[src/rtl/grant_sequencer.sv]
// Sequential wrapper around the 8-client priority arbiter: sticky request capture,
// grant capture, fixed-length burst service on a valid/ready beat port, completion pulse.
module grant_sequencer #(
    parameter int BURST_LEN = 4
) (
    input  logic       clk,
    input  logic       reset_n,
    input  logic [7:0] req,
    output logic [7:0] pending,
    input  logic [7:0] grant,
    output logic [2:0] owner,
    output logic       busy,
    output logic       beat_valid,
    input  logic       beat_ready,
    output logic       beat_last,
    output logic [7:0] done,
    output logic       grant_err
);

    typedef enum logic [1:0] {
        IDLE,
        SERVE,
        RELEASE
    } state_t;

    localparam logic [7:0] LAST_CNT    = 8'(BURST_LEN - 1);
    localparam logic       SINGLE_BEAT = (BURST_LEN == 1);

    state_t     state;
    logic [7:0] cnt;
    logic [7:0] cnt_next;
    logic [7:0] owner_onehot;
    logic [7:0] clr;

    function automatic logic [2:0] lowest_idx(input logic [7:0] v);
        logic [2:0] idx;
        idx = 3'd0;
        for (int i = 7; i >= 0; i--) begin
            if (v[i]) idx = 3'(i);
        end
        return idx;
    endfunction

    function automatic logic multi_hot(input logic [7:0] v);
        return (v & (v - 8'd1)) != 8'd0;
    endfunction

    assign cnt_next     = cnt + 8'd1;
    assign owner_onehot = 8'b1 << owner;
    assign clr          = (state == RELEASE) ? owner_onehot : 8'h00;

    // Sticky request vector: a new strobe on the served bit survives its own release.
    always_ff @(posedge clk or negedge reset_n) begin
        if (!reset_n) begin
            pending <= 8'h00;
        end else begin
            pending <= (pending & ~clr) | req;
        end
    end

    always_ff @(posedge clk or negedge reset_n) begin
        if (!reset_n) begin
            state      <= IDLE;
            owner      <= 3'd0;
            cnt        <= 8'd0;
            busy       <= 1'b0;
            beat_valid <= 1'b0;
            beat_last  <= 1'b0;
            done       <= 8'h00;
            grant_err  <= 1'b0;
        end else begin
            done      <= 8'h00;
            grant_err <= 1'b0;
            case (state)
                IDLE: begin
                    if (grant != 8'h00) begin
                        owner      <= lowest_idx(grant);
                        cnt        <= 8'd0;
                        state      <= SERVE;
                        busy       <= 1'b1;
                        beat_valid <= 1'b1;
                        beat_last  <= SINGLE_BEAT;
                        grant_err  <= multi_hot(grant);
                    end
                end
                SERVE: begin
                    // Grant is ignored here, so a lower-index request waits for the next IDLE.
                    if (beat_ready) begin
                        cnt <= cnt_next;
                        if (beat_last) begin
                            state      <= RELEASE;
                            beat_valid <= 1'b0;
                            beat_last  <= 1'b0;
                            done       <= owner_onehot;
                        end else begin
                            beat_last <= (cnt_next == LAST_CNT);
                        end
                    end
                end
                RELEASE: begin
                    state <= IDLE;
                    busy  <= 1'b0;
                end
                default: begin
                    state      <= IDLE;
                    busy       <= 1'b0;
                    beat_valid <= 1'b0;
                    beat_last  <= 1'b0;
                end
            endcase
        end
    end

endmodule

[config.mk]
export PLATFORM = sky130hd
export DESIGN_NAME = grant_sequencer
export DESIGN_NICKNAME = d
export VERILOG_FILES = /design/src/rtl/grant_sequencer.sv
export SDC_FILE = /design/constraint.sdc
export NUM_CORES = 1
export LEC_CHECK = 0
export CAP_MARGIN = 20
export CORE_MARGIN = 2
export CORE_UTILIZATION = 35
export DETAILED_ROUTE_END_ITERATION = 8
export SLEW_MARGIN = 20
export SYNTH_ARGS = -nofsm -noshare
export SYNTH_HDL_FRONTEND = slang
export SYNTH_SLANG_ARGS = --single-unit
[constraint.sdc]
create_clock -name clk -period 2.1 [get_ports clk]
set_input_delay 0.42 -clock clk [delete_from_list [all_inputs] [get_ports clk]]
set_output_delay 0.42 -clock clk [all_outputs]
set_load 0.02 [all_outputs]
==> results of run 1 <==
==> power groups by stage <==
stage	combinational, mW	clock [mW]	sequential (mW)
4_1_cts	0.810	0.624	0.916
2_1_floorplan	0.491	0	0.941
6_report	0.797	0.615	0.918
5_1_grt	0.890	0.657	0.941
3_5_place_dp	0.804	0	0.924
3_3_place_gp	0.788	0	0.918
==> final cells by class <==
class                   count  area [um^2]  share of cell area [%]
clock inverters             1         30.0                    1.33
well taps                  52         65.1                    2.87
multi-input cells         115          728                    32.1
flip-flops and latches     33          826                    36.4
repair buffers             54          508                    22.4
inverters                   6         22.5                   0.994
clock buffers               7         86.3                    3.81
==> stage by stage <==
stage	util, %	std cells	setup TNS (ns)	hold slack [ns]	area (um^2)
floorplan	-	159	0	0.124	1620
global placement	48.7	260	-0.146	0.459	2150
detailed placement	48.7	260	-0.400	0.464	2150
CTS	51.3	268	0	0.480	2270
global route	51.3	268	0	0.492	2270
finish	51.3	268	0	0.479	2270
==> critical path: cells and delay by family <==
family,cells,cell delay (ns)
AND/OR/NAND/NOR,3,0.77
buffers and inverters,1,0.42
adder cells (fa/ha/maj),1,0.32
AO/OA/AOI/OAI,1,0.15
==> state kept, by name, summed over array words and instances (netlist names) <==
register / cells
pending: 8
state: 2
owner: 3
beat_last: 1
busy: 1
cnt: 8
done: 8
grant_err: 1
beat_valid: 1
==> routing by layer <==
layer,track usage (%),vias to the layer above
li1,-,683
met1,21.2,652
met2,24.3,50
met3,4.17,7
met4,4.40,0
met5,0,-
==> worst max path at each step <==
stage,to,slack (ns)
2_1_floorplan,grant_err$_DFF_PN0_,0.32
3_3_place_gp,grant_err$_DFF_PN0_,-0.07
3_5_place_dp,grant_err$_DFF_PN0_,-0.11
4_1_cts,grant_err$_DFF_PN0_,0.19
5_1_grt,grant_err$_DFF_PN0_,0.12
6_report,grant_err$_DFF_PN0_,0.20
==> cells in the final DEF (no fill, tap or decap), types with 2 or more instances in the layout <==
cell / count
o21ai_2: 9
a311oi_1: 2
nor3_1: 7
clkdlybuf4s50_1: 41
o31ai_1: 4
and3_1: 2
clkbuf_8: 6
dfrtp_1: 33
a21o_1: 5
o21ai_0: 4
xnor2_1: 2
buf_4: 13
nand2b_1: 7
nand4_1: 2
a21oi_1: 5
o41ai_1: 2
ha_1: 2
nand3_1: 6
inv_1: 6
nor2b_1: 4
nand2_1: 12
nor2_1: 19
==> kinds of logic (layout without fill, tap and decap cells) <==
logic type               Yosys count  in the layout  synth area share, %
AND/OR/NAND/NOR                   67             67                 21.3
AO/OA/AOI/OAI                     41             41                 19.3
adder cells (fa/ha/maj)            4              4                 2.86
buffers and inverters             11             68                 3.87
flip-flops                        33             33                 51.1
XOR/XNOR                           3              3                 1.63
==> results.py, run 1 <==
metrics = {
    "synthesis": {
        "synth-seq-area-share_pct": 51.1,
        "synth_fp_nets": 180,
        "synth_area_um2": 1620,
        "synth_area_leaders": "dfrtp_1 51%, o21ai_2 4.9%, nor2_1 4.4%",
        "netlist_top_cells_count": "33 x dfrtp_1, 19 x nor2_1, 12 x nand2_1",
        "yosys.area.top_type": "dfrtp_1",
        "synth_ff_type": "dfrtp_1",
        "yosysWarnings": 0,
        "yosysMostFrequentCell": "dfrtp_1",
        "async_flop_share_pct": 100,
        "netlist.area_leader.share_pct": 51.1,
        "ys_types": 44,
        "syn_avg_cell_area_um2": 10.2,
        "synth-seq-cells": 33,
        "synth_edf_count": 0,
        "syn_inst": 159,
    },
    "grt": {
        "antenna_found_initial": 0,
        "grtUsageTotal_pct": 15.5,
        "grt_start_max_net_pins": 34,
        "grt_pass1_wl_um": 6370,
        "overflow": 0,
        "grt_pass1_vias": 1392,
    },
    "hold_path": {
        "hp-start": "pending[2]$_DFF_PN0_",
        "hold_class": "register to register",
        "hold_path_end": "pending[2]$_DFF_PN0_",
        "holdPathStages": 1,
    },
    "setup_path": {
        "critPathMaxFanout": 4,
        "critPathMaxStageDelay_ns": 0.59,
        "r2r-end": "beat_last$_DFFE_PN0P_",
        "crit_required_ns": 2.28,
        "rr_startpoint": "cnt[0]$_DFFE_PN0P_",
        "crit_slowest_cell": "or4_4",
        "cp_cell_sequence": "clkdlybuf4s50_1, or4_4, maj3_2, nor3_1, o22a_1, nor2_1",
        "path_class": "input pin to register",
        "cp.arrival_ns": 2.09,
        "reg2reg_slack_ns": 0.40,
        "crit_path_start": "grant[0]",
        "r2r_cells": 5,
        "critPathLaunchType": "input pin",
        "cp-end-kind": "register",
    },
    "floorplan": {
        "rows": 24,
        "core_area_um2": 4410,
        "dieArea_um2": 5180,
        "boundaryPins": 42,
        "start_util_pct": 36.6,
        "die_w_um": 72.0,
        "die_h_um": 72.0,
    },
    "clock_tree": {
        "clk_pin_slew_ns": 0.07,
        "cts_made_buffers": 5,
        "cts_max_path_buffers": 2,
        "cts_resized": 0,
        "clockRootBuffer": "clkbuf_8",
        "clk_latency_ns": 0.28,
        "cts.sinks": 33,
        "cts_hold_buffers": 0,
        "cts_setup_buffers": 0,
        "cts-htree-levels": 2,
        "cts_tree": "built",
    },
    "cells_and_area": {
        "fillerInstances": 399,
        "drive_gt1_share_pct": 15.7,
        "diodes": 0,
        "nNetsFinal": 236,
        "area_growth_pct": 40.2,
    },
    "drt": {
        "drtIter0Drc": 74,
        "vias_per_cell": 5.19,
        "wl_met2_um": 1660,
        "dr.pass1.iters": 4,
        "highest_layer": "met4",
        "antenna_left": 0,
        "num_vias": 1392,
        "avgRoutedWirePerCell_um": 13.6,
        "wl_met3_um": 229,
        "drc": 0,
        "met1Wirelength_um": 1720,
        "finalWirelength_um": 3650,
    },
    "power": {
        "seq_power_share_pct": 39.4,
        "p_clk_share_pct": 26.4,
        "switching_share_pct": 35.6,
        "p_int_mw": 1.50,
        "p_total_mw": 2.33,
        "p_comb_share_pct": 34.2,
        "power_density_nw_per_um2": 1030,
        "irDropWorstVdd_mv": 0.716,
        "leakage_nw": 0.905,
        "switchingPower_mw": 0.829,
    },
    "sta": {
        "finClkSkew_ns": 0.00811,
        "timing.fmax_mhz": 525,
        "slew_headroom_pct": 73.8,
        "finalCritPeriodShare_pct": 90.7,
        "setup_ws_ns": 0.195,
        "finalSetupViolations": 0,
        "layout_min_cycle_time_ns": 1.90,
        "rsz0062_at_grt": "false",
        "hold_violations": 0,
        "worstMarginPinSlew_ns": 0.383,
        "slew_violations": 0,
    },
    "outcome": {
        "status": "finished, final reports clean",
    },
    "flow_run": {
        "drv_cap": 0,
    },
    "placement": {
        "place_ws_ns": -0.113,
        "hpwl_um": 2680,
        "io_buffers": 41,
        "gp_congestion": 0.781,
    },
}
Power figures use the tool's default switching activity.
==> run 2: changes to the inputs <==
--- a/config.mk
+++ b/config.mk
@@ -9,6 +9,7 @@
 export CORE_MARGIN = 2
 export CORE_UTILIZATION = 35
 export DETAILED_ROUTE_END_ITERATION = 8
+export PLACE_DENSITY = 0.6
 export SLEW_MARGIN = 20
 export SYNTH_ARGS = -nofsm -noshare
 export SYNTH_HDL_FRONTEND = slang
==> results of run 2 <==
No change in the layout: final DEF, timing and power equal those of run 1.
